### config.mk
export PLATFORM = sky130hd
export DESIGN_NAME = jtag_bitbang_master_flat
export DESIGN_NICKNAME = d
export VERILOG_FILES = /design/src/rtl/jtag_bitbang_master_if.sv /design/src/rtl/jtag_bitbang_master.sv /design/src/flat_wrapper.sv
export SDC_FILE = /design/constraint.sdc
export NUM_CORES = 1
export LEC_CHECK = 0
export BUFFER_PORTS_ARGS = -buffer_cell sky130_fd_sc_hd__buf_2
export CAP_MARGIN = 20
export CORE_ASPECT_RATIO = 0.7
export CORE_MARGIN = 4
export CORE_UTILIZATION = 62
export DETAILED_ROUTE_END_ITERATION = 6
export GPL_TIMING_DRIVEN = 0
export HOLD_SLACK_MARGIN = 0.08
export PLACE_DENSITY = 0.85
export REMOVE_ABC_BUFFERS = 1
export SYNTH_ARGS = -nofsm -noshare
export SYNTH_HDL_FRONTEND = slang
export SYNTH_SLANG_ARGS = --single-unit
export TNS_END_PERCENT = 100
### constraint.sdc
create_clock -name wb_clk_i -period 7.3 [get_ports wb_clk_i]
set_input_delay 1.095 -clock wb_clk_i [delete_from_list [all_inputs] [get_ports wb_clk_i]]
set_output_delay 1.095 -clock wb_clk_i [all_outputs]
set_load 0.05 [all_outputs]
### src/rtl/jtag_bitbang_master_if.sv
// Command/response channel of the JTAG bit-bang master.
// The requester drives cmd_* and receives rsp_*.
interface jtag_bitbang_master_if #(
    parameter int MAX_LEN = 32
);
    logic               cmd_valid;
    logic               cmd_ready;
    logic [1:0]         cmd_op;
    logic [5:0]         cmd_len;
    logic               cmd_last_tms;
    logic [MAX_LEN-1:0] cmd_data;
    logic               rsp_valid;
    logic [MAX_LEN-1:0] rsp_data;

    modport master (
        output cmd_valid, cmd_op, cmd_len, cmd_last_tms, cmd_data,
        input  cmd_ready, rsp_valid, rsp_data
    );

    modport slave (
        input  cmd_valid, cmd_op, cmd_len, cmd_last_tms, cmd_data,
        output cmd_ready, rsp_valid, rsp_data
    );
endinterface

### src/rtl/jtag_bitbang_master.sv
// Word-level JTAG master: expands TAP_RESET / TMS_SEQ / SCAN / RUN_IDLE
// commands into TCK/TMS/TDI waveforms and captures TDO on rising TCK.
module jtag_bitbang_master #(
    parameter int TCK_DIV = 2,
    parameter int MAX_LEN = 32
) (
    input  logic                  wb_clk_i,
    input  logic                  wb_rst_i,
    input  logic                  enable,
    input  logic                  init_done,
    jtag_bitbang_master_if.slave  bus,
    output logic                  tck,
    output logic                  tms,
    output logic                  tdi,
    input  logic                  tdo
);
    localparam int IDXW = (MAX_LEN > 1) ? $clog2(MAX_LEN) : 1;

    typedef enum logic [1:0] {
        OP_TAP_RESET = 2'd0,
        OP_TMS_SEQ   = 2'd1,
        OP_SCAN      = 2'd2,
        OP_RUN_IDLE  = 2'd3
    } op_e;

    typedef enum logic [1:0] {IDLE, LOW, HIGH, DONE} state_e;

    typedef struct packed {
        logic [1:0]         op;
        logic [5:0]         cnt;
        logic               last_tms;
        logic [MAX_LEN-1:0] data;
    } cmd_t;

    state_e             state;
    cmd_t               cur;
    logic [7:0]         div_cnt;
    logic [5:0]         bit_idx;
    logic [MAX_LEN-1:0] result;
    logic [MAX_LEN-1:0] result_nxt;
    logic [5:0]         eff_cnt;
    logic               rsp_valid_q;
    logic [MAX_LEN-1:0] rsp_data_q;
    logic               accept;
    logic               last_div;

    // TMS for bit idx of a command; TAP_RESET walks 1,1,1,1,1,0 into Run-Test/Idle.
    function automatic logic bit_tms(input logic [1:0] op, input logic [5:0] idx,
                                     input logic [5:0] cnt, input logic [MAX_LEN-1:0] data,
                                     input logic last);
        case (op)
            OP_TAP_RESET: bit_tms = (idx < 6'd5);
            OP_TMS_SEQ:   bit_tms = data[idx[IDXW-1:0]];
            OP_SCAN:      bit_tms = (idx == cnt - 6'd1) ? last : 1'b0;
            default:      bit_tms = 1'b0;
        endcase
    endfunction

    function automatic logic bit_tdi(input logic [1:0] op, input logic [5:0] idx,
                                     input logic [MAX_LEN-1:0] data);
        bit_tdi = (op == OP_SCAN) ? data[idx[IDXW-1:0]] : 1'b0;
    endfunction

    assign bus.cmd_ready = (state == IDLE) && enable && init_done;
    assign bus.rsp_valid = rsp_valid_q;
    assign bus.rsp_data  = rsp_data_q;
    assign accept        = bus.cmd_valid && bus.cmd_ready;
    assign last_div      = (div_cnt == 8'(TCK_DIV - 1));

    always_comb begin
        eff_cnt = bus.cmd_len;
        if (bus.cmd_op == OP_TAP_RESET)
            eff_cnt = 6'd6;
        else if (bus.cmd_len > 6'(MAX_LEN))
            eff_cnt = 6'(MAX_LEN);
    end

    // With TCK_DIV=1 the sample cycle is also the last HIGH cycle, so the
    // freshly sampled bit must be visible when the response is loaded.
    always_comb begin
        result_nxt = result;
        if (state == HIGH && div_cnt == 8'd0)
            result_nxt[bit_idx[IDXW-1:0]] = tdo;
    end

    always_ff @(posedge wb_clk_i) begin
        if (!wb_rst_i) begin
            state       <= IDLE;
            cur         <= '0;
            div_cnt     <= '0;
            bit_idx     <= '0;
            result      <= '0;
            tck         <= 1'b0;
            tms         <= 1'b1;
            tdi         <= 1'b0;
            rsp_valid_q <= 1'b0;
            rsp_data_q  <= '0;
        end else begin
            case (state)
                IDLE: begin
                    if (accept) begin
                        cur.op       <= bus.cmd_op;
                        cur.cnt      <= eff_cnt;
                        cur.last_tms <= bus.cmd_last_tms;
                        cur.data     <= bus.cmd_data;
                        result       <= '0;
                        bit_idx      <= '0;
                        div_cnt      <= '0;
                        if (eff_cnt == 6'd0) begin
                            state       <= DONE;
                            rsp_valid_q <= 1'b1;
                            rsp_data_q  <= '0;
                            tdi         <= 1'b0;
                        end else begin
                            state <= LOW;
                            tms   <= bit_tms(bus.cmd_op, 6'd0, eff_cnt, bus.cmd_data,
                                             bus.cmd_last_tms);
                            tdi   <= bit_tdi(bus.cmd_op, 6'd0, bus.cmd_data);
                        end
                    end
                end
                LOW: begin
                    if (last_div) begin
                        div_cnt <= '0;
                        tck     <= 1'b1;
                        state   <= HIGH;
                    end else begin
                        div_cnt <= div_cnt + 8'd1;
                    end
                end
                HIGH: begin
                    result <= result_nxt;
                    if (last_div) begin
                        div_cnt <= '0;
                        tck     <= 1'b0;
                        if (bit_idx == cur.cnt - 6'd1) begin
                            state       <= DONE;
                            rsp_valid_q <= 1'b1;
                            rsp_data_q  <= (cur.op == OP_SCAN) ? result_nxt : '0;
                            tdi         <= 1'b0;
                        end else begin
                            bit_idx <= bit_idx + 6'd1;
                            state   <= LOW;
                            tms     <= bit_tms(cur.op, bit_idx + 6'd1, cur.cnt, cur.data,
                                               cur.last_tms);
                            tdi     <= bit_tdi(cur.op, bit_idx + 6'd1, cur.data);
                        end
                    end else begin
                        div_cnt <= div_cnt + 8'd1;
                    end
                end
                DONE: begin
                    rsp_valid_q <= 1'b0;
                    rsp_data_q  <= '0;
                    state       <= IDLE;
                end
                default: state <= IDLE;
            endcase
        end
    end
endmodule

### src/flat_wrapper.sv
// flat-port wrapper written by rule: the top's interface ports become plain ports
module jtag_bitbang_master_flat 
#(
    parameter int TCK_DIV = 2,
    parameter int MAX_LEN = 32
)
  (wb_clk_i, wb_rst_i, enable, init_done, tck, tms, tdi, tdo, bus_cmd_valid, bus_cmd_op, bus_cmd_len, bus_cmd_last_tms, bus_cmd_data, bus_cmd_ready, bus_rsp_valid, bus_rsp_data);
  jtag_bitbang_master_if #(.MAX_LEN(MAX_LEN)) bus_i ();
  input  logic wb_clk_i;
  input  logic wb_rst_i;
  input  logic enable;
  input  logic init_done;
  output logic tck;
  output logic tms;
  output logic tdi;
  input  logic tdo;
  input wire logic [$bits(bus_i.cmd_valid)-1:0] bus_cmd_valid;
  input wire logic [$bits(bus_i.cmd_op)-1:0] bus_cmd_op;
  input wire logic [$bits(bus_i.cmd_len)-1:0] bus_cmd_len;
  input wire logic [$bits(bus_i.cmd_last_tms)-1:0] bus_cmd_last_tms;
  input wire logic [$bits(bus_i.cmd_data)-1:0] bus_cmd_data;
  output wire logic [$bits(bus_i.cmd_ready)-1:0] bus_cmd_ready;
  output wire logic [$bits(bus_i.rsp_valid)-1:0] bus_rsp_valid;
  output wire logic [$bits(bus_i.rsp_data)-1:0] bus_rsp_data;
  assign bus_i.cmd_valid = bus_cmd_valid;
  assign bus_i.cmd_op = bus_cmd_op;
  assign bus_i.cmd_len = bus_cmd_len;
  assign bus_i.cmd_last_tms = bus_cmd_last_tms;
  assign bus_i.cmd_data = bus_cmd_data;
  assign bus_cmd_ready = bus_i.cmd_ready;
  assign bus_rsp_valid = bus_i.rsp_valid;
  assign bus_rsp_data = bus_i.rsp_data;
  jtag_bitbang_master #(.TCK_DIV(TCK_DIV), .MAX_LEN(MAX_LEN)) u_core (.wb_clk_i(wb_clk_i), .wb_rst_i(wb_rst_i), .enable(enable), .init_done(init_done), .bus(bus_i), .tck(tck), .tms(tms), .tdi(tdi), .tdo(tdo));
endmodule
# After elaboration in Yosys (flattened, before gate mapping)

Cells that the tools add are included.

Add/subtract/negate cells: 4
Magnitude comparators: 5
Equality and inequality tests: 17
Multiplexer cells: 53
Reductions and logical operators: 25

Operators by type and width:

| kind                                                                         | count |
|---|---|
| 32-bit two-way mux                                                           | 7 |
| 32-bit one-hot mux with 3 select lines                                       | 1 |
| 32-bit one-hot mux with 2 select lines                                       | 1 |
| 32-bit bitwise mux                                                           | 1 |
| 6-bit two-way mux                                                            | 5 |
| 1-bit two-way mux                                                            | 20 |
| 8-bit two-way mux                                                            | 2 |
| 8-bit one-hot mux with 2 select lines                                        | 1 |
| 6-bit == test                                                                | 2 |
| 6-bit logical NOT                                                            | 2 |
| 5-bit by 6-bit less-than comparator with 1-bit output, second input constant | 2 |
| 6-bit one-hot mux with 2 select lines                                        | 1 |
| 6-bit by 1-bit subtractor with 6-bit output, second input constant           | 2 |
| 2-bit two-way mux                                                            | 5 |
| 5-bit AND reduction                                                          | 2 |
| 1-bit one-hot mux with 3 select lines                                        | 3 |
| 3-bit AND reduction                                                          | 3 |
| 8-bit by 1-bit adder with 8-bit output, second input constant                | 1 |
| 2-bit == test, second input constant                                         | 4 |
| 8-bit by 1-bit == test with 1-bit output, second input constant              | 1 |
| 8-bit logical NOT                                                            | 1 |
| 2-bit inequality test, second input constant                                 | 4 |
| 2-bit one-hot mux with 4 select lines                                        | 1 |
| 6-bit by 1-bit adder with 6-bit output, second input constant                | 1 |
| 15 further kinds                                                             | 31 |

Register bits: 125
Input bits: 47
Output and inout port bits: 37

# Longest topological paths before layout

Gate-level depths: netlist of run 1.

Depth after elaboration: 10
Mapped depth: 12
Mapped depth without buffers: 9

# Worst setup path after synthesis of run 1

No wires, ideal clock.

Path kind: input port to flip-flop
Start: input port bus_cmd_len[2]
End: register u_core.rsp_data_q[17], in the netlist u_core.bus.rsp_data[17]
Data arrival time: 2789 ps
Slack: 4380 ps
Stages on the path: 8
Buffers on the path: 2
Cell sequence: or4_1 > or4_4 > o21ai_2 > o211ai_2 > buf_4 > buf_4 > nand3_1 > o31ai_2

Cells in the longest elaborated chain, start to end: 6

RTL lines:

| item                                       | RTL line                   | source |
|---|---|---|
| start, declared                            | flat_wrapper.sv:19         | `input wire logic [$bits(bus_i.cmd_len)-1:0] bus_cmd_len;` |
| 6-bit > comparator                         | jtag_bitbang_master.sv:74  | `else if (bus.cmd_len > 6'(MAX_LEN))` |
| 6-bit two-way mux (*)                      | jtag_bitbang_master.sv:74  |  |
| 6-bit two-way mux (*)                      | jtag_bitbang_master.sv:72  | `if (bus.cmd_op == OP_TAP_RESET)` |
| 6-bit logical NOT (*)                      | jtag_bitbang_master.sv:109 | `if (eff_cnt == 6'd0) begin` |
| 2-bit inequality test (no source line) (*) | n/a                        |  |
| 5-bit AND reduction (no source line) (*)   | n/a                        |  |
| end signal, assigned                       | jtag_bitbang_master.sv:139 | `rsp_data_q <= (cur.op == OP_SCAN) ? result_nxt : '0;` |
| end, declared                              | jtag_bitbang_master.sv:43  | `logic [MAX_LEN-1:0] rsp_data_q;` |

Mark *: on every way between the ends. The rest lies on a longest branch, timed or not.
A chain may end at the register's enable or synchronous reset.

# Worst setup path after layout of run 1

Start: register u_core.bit_idx[0]
End: register u_core.tms

Cells in the longest elaborated chain, start to end: 7
Elaborated cells between the ends (all ways): 13
Classes of those cells: add/sub (1); order compare (1); eq/ne (3); mux (7); reduce/logical (1)

RTL lines:

| item                                                                       | RTL line                                             | source |
|---|---|---|
| start, declared                                                            | jtag_bitbang_master.sv:38                            | `logic [5:0] bit_idx;` |
| start signal, assigned                                                     | jtag_bitbang_master.sv:142                           | `bit_idx <= bit_idx + 6'd1;` |
| 6-bit by 1-bit adder with 6-bit output                                     | jtag_bitbang_master.sv:144                           | `tms <= bit_tms(cur.op, bit_idx + 6'd1, cur.cnt, cur.data,` |
| 1-bit binary-select mux with 5-bit select or 6-bit == test (tied branches) | jtag_bitbang_master.sv:53, jtag_bitbang_master.sv:54 |  |
| 1-bit two-way mux, on equally long branches                                | jtag_bitbang_master.sv:53, jtag_bitbang_master.sv:54 |  |
| 1-bit one-hot mux with 3 select lines                                      | jtag_bitbang_master.sv:51                            | `case (op)` |
| 1-bit two-way mux                                                          | jtag_bitbang_master.sv:136                           | `if (bit_idx == cur.cnt - 6'd1) begin` |
| 1-bit two-way mux                                                          | jtag_bitbang_master.sv:133                           | `if (last_div) begin` |
| 1-bit one-hot mux with 2 select lines                                      | jtag_bitbang_master.sv:99                            | `case (state)` |
| end signal, assigned                                                       | jtag_bitbang_master.sv:116                           | `tms <= bit_tms(bus.cmd_op, 6'd0, eff_cnt, bus.cmd_data,` |
| end signal, assigned                                                       | jtag_bitbang_master.sv:144                           |  |
| end, declared                                                              | jtag_bitbang_master.sv:13                            | `output logic tms,` |

Parallel ways exist; a longest one is shown, timed or not. The select of a mux whose other input is x is not followed.

==> run_results.csv, run 1 <==
group,metric,value,unit
timing,hold_viol_final,0,
routing,firstDrtPassIters,5,
global_route,grt.overflow.total,0,
floorplan,die_w,127.2,µm
layout,final_cell_count_no_fill,903,
worst_setup_path,cp.required,7600,ps
place,dpl_cell_area,6630,µm²
place,place_congestion,0.8706,
timing,setup_viol,0,
global_route,grt_max_degree,52,
logic_synthesis,synth_seq_cells,125,
global_route,grt_pass1_wl,25970,µm
worst_setup_path,crit_buf_inv,1,
global_route,use_met2,0.4595,
timing,rsz0062_at_grt,"false",
power,power.total,0.001921,W
timing,worst_pin_slew,1050,ps
floorplan,dieArea,11620,µm²
cts,clock-root-buffer,"clkbuf_16",
timing,finalCritPeriodShare,0.5096,
logic_synthesis,synth_area_leaders,"dfxtp_1 (41%), nand2_1 (6.8%), mux2i_1 (5.2%), a21boi_0 (5.0%), nor2_1 (4.6%)",
timing,tns,0,ps
worst_setup_path,slowest_delay,870,ps
logic_synthesis,async_flop_share,0,
logic_synthesis,yosys_most_used_dff,"dfxtp_1",
floorplan,die_h,91.41,µm
worst_setup_path,critPathTopFamily,"adder cells",
worst_setup_path,rr_worst_depth,8,
worst_setup_path,reg2reg_setup_slack,3580,ps
worst_setup_path,crit_chain,"inv_1 > ha_1 > mux4_1 > nand2_1 > a21oi_1 > or4_4 > a221o_1 > o2bb2ai_1",
routing,wl_per_cell,17.56,µm
routing,vias,5437,
place,dp.cells,872,
floorplan,core_area,9684,µm²
floorplan,start_util,0.6363,
timing,period_needed,3720,ps
logic_synthesis,yosysUniqueCellTypes,57,
cts,cts-htree-levels,4,
logic_synthesis,yosysSeqAreaShare,0.4061,
layout,syn_to_final_growth,17.44,%
routing,vias_per_cell,6.021,
layout,nFillCells,663,
min_path,hp-class,"flop to flop",
min_path,hp-start,"u_core.bus.rsp_data[25]",
layout,layout-drive-gt1-share,0.1897,
cts,clkLatencyLatePin,420,ps
global_route,grt_antenna_before_repair,0,
global_route,grtUsageTotal,0.2789,
layout,fin_nets,822,
cts,cts.sinks,125,
routing,postRouteAntennaNets,0,
logic_synthesis,yosys_warnings,0,
cts,post_cts_resized,0,
global_route,busiest_layer,"met2",
place,hpwl,10210,µm
logic_synthesis,synthCells,709,
place,io_buffers,83,
power,p_leak,2.715,nW
global_route,use_met1,0.3492,
timing,fin_skew,6.386,ps
worst_setup_path,cp_max_fo,16,
layout,antennaDiodeCount,0,
global_route,met3_usage,0.08289,
logic_synthesis,syn_avg_cell_area,8.691,µm²
place,dp_slack,3635,ps
global_route,grt_pass1_vias,5411,
worst_setup_path,crit_arrival,4020,ps
timing,fin_ws,3580,ps
timing,slew_headroom,0.2991,
layout,multi_input_area,3386,µm²
power,peakVddDrop,0.1798,mV
worst_setup_path,cp-start-kind,"flop",
outcome,status,"complete, no violations",
cts,post_cts_buffers,0,
timing,fmaxAchievable,268.8,MHz
routing,drt_iter0_drc,573,
worst_setup_path,worstSetupPathType,"flop to flop",
flow_run,cap_viol_max_count,0,
cts,cts_buffers,17,
layout,design_area,7237,µm²
layout,seq_area,2502,µm²
cts,clkTransAtPathRegs,60,ps
worst_setup_path,reg2reg_to,"u_core.tms",
min_path,hold_end,"u_core.bus.rsp_data[25]",
logic_synthesis,yosys.area.top_type_share,0.4061,
worst_setup_path,end_kind,"flop",
cts,cts.path.max_buffers,2,
floorplan,rows,30,
worst_setup_path,cp_slowest_cell,"ha_1",
worst_setup_path,timing.rr.start,"u_core.bit_idx[0]",
logic_synthesis,synth_area,6162,µm²
power,power_density,265.4,nW/µm²
logic_synthesis,synth_edf_count,0,
cts,hold_buffers,0,
cts,cts_tree,"built",
logic_synthesis,synth_top_area_cell,"dfxtp_1",
floorplan,io_pins,84,
min_path,holdPathStages,2,
routing,drc,0,
timing,drv_slew,0,
routing,routed_wl,15850,µm
-- cells in the final DEF (no fill, tap or decap), types with 8 or more instances in the layout --
master and instances:
a21boi_0 41, ha_1 12, xnor2_1 10, xor2_1 10
a2bb2oi_1 27, o31ai_1 27, clkbuf_16 17, o21ai_0 12
dfxtp_1 125, mux2_2 11, a21oi_1 8, buf_2 83
nor2_1 76, inv_1 15, nand3_1 47, mux2i_1 32
nand2_1 112
-- power by group --
part           switching [W]  total [W]  internal (W)
sequential         0.0000181   0.000725      0.000707
combinational       0.000231   0.000335      0.000104
clock               0.000298   0.000861      0.000563
-- cells in the mapped netlist, drive strengths merged, types with 3 or more instances --
library cell,count
a211oi,3
a21boi,41
a21oi,9
a2bb2oi,27
and2,7
and3,3
buf,13
clkbuf,40
dfxtp,125
ha,12
inv,15
mux2,12
mux2i,32
nand2,112
nand3,47
nand3b,4
nand4,3
nor2,76
nor2b,5
nor3,6
nor3b,5
o21ai,15
o22ai,7
o31ai,33
or3,3
or4,4
xnor2,10
xnor3,4
xor2,11
-- worst max-delay path by stage --
stage / from / end / slack [ps] / cells after the start
floorplan: init_done / u_core.bus.rsp_data[17] / 3300 / 6
global placement: bus_cmd_valid / u_core.bit_idx[3] / 2360 / 7
detailed placement: u_core.bit_idx[0] / u_core.tms / 3640 / 8
CTS: u_core.bit_idx[0] / u_core.tms / 3590 / 8
global route: u_core.bit_idx[0] / u_core.tms / 3470 / 8
finish: u_core.bit_idx[0] / u_core.tms / 3580 / 8
-- tightest hold or removal path: stages (launching register included) --
cell and delay (ps):
dfxtp_1 300, nand3_1 60, o31ai_1 50
-- layout make-up --
| class | instances | area share |
|---|---|---|
| clock inverters | 5 | 0.01072 |
| well taps | 128 | 0.02213 |
| multi-input cells | 516 | 0.4678 |
| inverters | 15 | 0.007780 |
| clock buffers | 26 | 0.07313 |
| repair buffers | 88 | 0.07261 |
| flip-flops and latches | 125 | 0.3458 |
-- routing by layer --
| layer | part of all wire | wire, µm |
|---|---|---|
| met5 | 0 | 0 |
| met4 | 0.020 | 321 |
| met3 | 0.081 | 1279 |
| met2 | 0.49 | 7723 |
| met1 | 0.41 | 6530 |
-- sequential cells by signal, indices dropped and copies added, names as in the netlist, 2 cells and up --
| name | flops |
|---|---|
| u_core.state | 2 |
| u_core.cur | 41 |
| u_core.div_cnt | 8 |
| u_core.bus.rsp_data | 32 |
| u_core.result | 32 |
| u_core.bit_idx | 6 |
-- cells by family after synthesis --
family	Yosys count	share of synthesized area
and+or+nand+nor	287	0.2126
DFF	125	0.4061
adders and majority gates	12	0.02436
muxes	46	0.08244
buffers and inverters	68	0.04853
xor gates and xnor gates	25	0.04569
AOI/OAI and AO/OA	146	0.1803
-- through the flow --
| stage | utilization | hold slack [ps] |
|---|---|---|
| after global routing | 0.7473 | 482.4 |
| after CTS | 0.7473 | 463.2 |
| after floorplan | - | 438.6 |
| after global placement | 0.6707 | 448.2 |
| final | 0.7473 | 460.5 |
| after detailed placement | 0.6846 | 454.4 |
(Power assumes the default switching activity.)
==> run 2, diff against run 1 <==
--- a/config.mk
+++ b/config.mk
@@ -9,11 +9,11 @@
 export CAP_MARGIN = 20
 export CORE_ASPECT_RATIO = 0.7
 export CORE_MARGIN = 4
-export CORE_UTILIZATION = 62
+export CORE_UTILIZATION = 58
 export DETAILED_ROUTE_END_ITERATION = 6
 export GPL_TIMING_DRIVEN = 0
 export HOLD_SLACK_MARGIN = 0.08
-export PLACE_DENSITY = 0.85
+export PLACE_DENSITY = 0.8
 export REMOVE_ABC_BUFFERS = 1
 export SYNTH_ARGS = -nofsm -noshare
 export SYNTH_HDL_FRONTEND = slang
==> constraint.sdc (replaced) <==
create_clock -name wb_clk_i -period 3.6 [get_ports wb_clk_i]
set_input_delay 0.54 -clock wb_clk_i [delete_from_list [all_inputs] [get_ports wb_clk_i]]
set_output_delay 0.54 -clock wb_clk_i [all_outputs]
set_load 0.05 [all_outputs]
==> run 2 against run 1 <==
- final cell count rose by 0.55%
- combinational power rose by 100%
- clock-buffer cell count did not move
- wire length fell by 2.9%
- via count fell by 1.2%
- first-iteration DRC count fell by 16%
- critical path type unchanged
- critical endpoint unchanged
==> run_results.csv, run 2 (synthesized netlist as in run 1, its figures left out) <==
group,metric,value,unit
floorplan,core_area,10360,µm²
global_route,grt.overflow.total,0,
worst_setup_path,crit_chain,"inv_1 > ha_4 > mux4_1 > nand2_1 > a21oi_1 > or4_4 > a221o_1 > o2bb2ai_1",
global_route,grt_pass1_wl,25460,µm
layout,design_area,7209,µm²
floorplan,die_h,94.24,µm
layout,layout_commonest_cell,"dfxtp_1",
place,place_congestion,0.9363,
floorplan,start_util,0.5950,
routing,wl_per_cell,16.96,µm
layout,fin_nets,822,
power,power_density,518.4,nW/µm²
worst_setup_path,cp_slowest_cell,"mux4_1",
worst_setup_path,cp-start-kind,"flop",
worst_setup_path,crit_buf_inv,1,
cts,cts.path.max_buffers,2,
layout,layout_common_cells,"dfxtp_1 (125), nand2_1 (112), buf_2 (83), nor2_1 (76), nand3_1 (47)",
worst_setup_path,crit_cells,8,
cts,clock-root-buffer,"clkbuf_16",
global_route,grt_antenna_before_repair,0,
timing,worst_pin_slew,1096,ps
power,pwr-share-clk,0.426,
power,p_int,0.002645,W
cts,cts_buffers,17,
worst_setup_path,cp_max_fo,16,
cts,cts-htree-levels,4,
routing,routed_wl,15400,µm
worst_setup_path,cp.required,3890,ps
global_route,grtUsageTotal,0.2533,
timing,rsz0062_at_grt,"false",
floorplan,io_pins,84,
timing,slew_headroom,0.2688,
power,p_leak,2.688,nW
layout,syn_to_final_growth,16.99,%
routing,vias_per_cell,5.914,
place,dpl_cell_area,6648,µm²
worst_setup_path,reg2reg_to,"u_core.tms",
layout,largest_reg_flops,41,
flow_run,cap_viol_max_count,0,
timing,finalCritPeriodShare,0.9362,
global_route,grt_max_degree,59,
power,combPwrFrac,0.180,
cts,clkTransAtPathRegs,60,ps
global_route,grt_pass1_vias,5206,
routing,vias,5370,
cts,cts_tree,"built",
timing,fin_skew,9.403,ps
worst_setup_path,critPathTopFamily,"simple AND/OR/NAND/NOR gates",
worst_setup_path,endpoint,"u_core.tms",
floorplan,rows,31,
layout,nFillCells,783,
worst_setup_path,reg2reg_setup_slack,230,ps
worst_setup_path,end_kind,"flop",
routing,drc,0,
cts,clkLatencyLatePin,420,ps
cts,cts.sinks,125,
routing,firstDrtPassIters,5,
layout,antennaDiodeCount,0,
worst_setup_path,slowest_delay,620,ps
worst_setup_path,startpoint,"u_core.bit_idx[0]",
worst_setup_path,rr_worst_depth,8,
min_path,hp-class,"primary input to flop",
timing,setup_viol,0,
place,dp.cells,876,
power,peakVddDrop,0.3202,mV
worst_setup_path,timing.rr.start,"u_core.bit_idx[0]",
power,p_sw_frac,0.2924,
layout,layout-drive-gt1-share,0.1869,
place,io_buffers,83,
worst_setup_path,crit_arrival,3660,ps
power,p_switching,0.001093,W
floorplan,die_w,131.2,µm
timing,fmaxAchievable,296.7,MHz
worst_setup_path,worstSetupPathType,"flop to flop",
timing,drv_slew,0,
place,hpwl,10290,µm
layout,regMostFlops,"u_core.cur",
cts,post_cts_buffers,0,
power,p_seq_frac,0.393,
routing,postRouteAntennaNets,0,
routing,drt_iter0_drc,481,
layout,final_cell_count_no_fill,908,
outcome,status,"complete, no violations",
timing,hold_viol_final,0,
floorplan,dieArea,12360,µm²
timing,period_needed,3370,ps
run 2: what timing repair did:
action | in CTS | in global routing
hold buffers | 0 | 0
resized for setup | 1 | 1
setup endpoints to repair | 1 | 1
run 2: power groups by stage:
| stage | clock network [W] | logic, W | registers (W) |
|---|---|---|---|
| after floorplan | 0 | 0.000397 | 0.00152 |
| after global placement | 0 | 0.000575 | 0.00149 |
| after detailed placement | 0 | 0.000663 | 0.00150 |
| after CTS | 0.00160 | 0.000668 | 0.00147 |
| after global routing | 0.00168 | 0.000738 | 0.00147 |
| final | 0.00159 | 0.000674 | 0.00147 |
run 2: area by class of cell:
type	count	area, µm²	area share
multi-input combinational	516	3398	0.4714
clock inverter	6	60.06	0.008330
sequential	125	2502	0.3471
tap	132	165.2	0.02291
timing repair buffer	88	538.0	0.07463
inverter	15	56.30	0.007810
clock buffer	26	489.2	0.06786
run 2: layer usage:
metal,global-route usage,wire (µm),vias up
li1,-,-,2601
met1,0.3338,6839,2597
met2,0.4159,7376,157
met3,0.06638,1043,15
met4,0.06993,141,0
met5,0,0,-
run 2: worst min-delay path by stage:
stage	start	to	slack [ps]	cells after the start
after floorplan	u_core.cur[2]	u_core.cur[2]	440	2
after global placement	u_core.cur[20]	u_core.cur[20]	450	2
after detailed placement	u_core.cur[11]	u_core.cur[11]	450	2
after CTS	bus_cmd_data[9]	u_core.cur[9]	360	3
after global routing	bus_cmd_data[8]	u_core.cur[8]	370	3
final	bus_cmd_data[9]	u_core.cur[9]	370	3
run 2: metrics by stage:
step	worst slack [ps]	utilization	total power (W)	setup TNS [ps]	hold WS [ps]
after floorplan	-18.85	-	0.001920	-113.1	438.6
after global placement	-846.7	0.6276	0.002069	-28330	452.2
after detailed placement	-86.10	0.6419	0.002161	-86.10	451.9
after CTS	96.67	0.6952	0.003741	0	360.5
after global routing	115.0	0.6961	0.003889	0	371.0
final	229.7	0.6961	0.003738	0	365.9
run 2: worst reg2reg max path, cell delays in order, from the launching register on:
cell	delay, ps
dfxtp_1	560
inv_1	310
ha_4	520
mux4_1	630
nand2_1	90
a21oi_1	80
or4_4	550
a221o_1	370
o2bb2ai_1	140
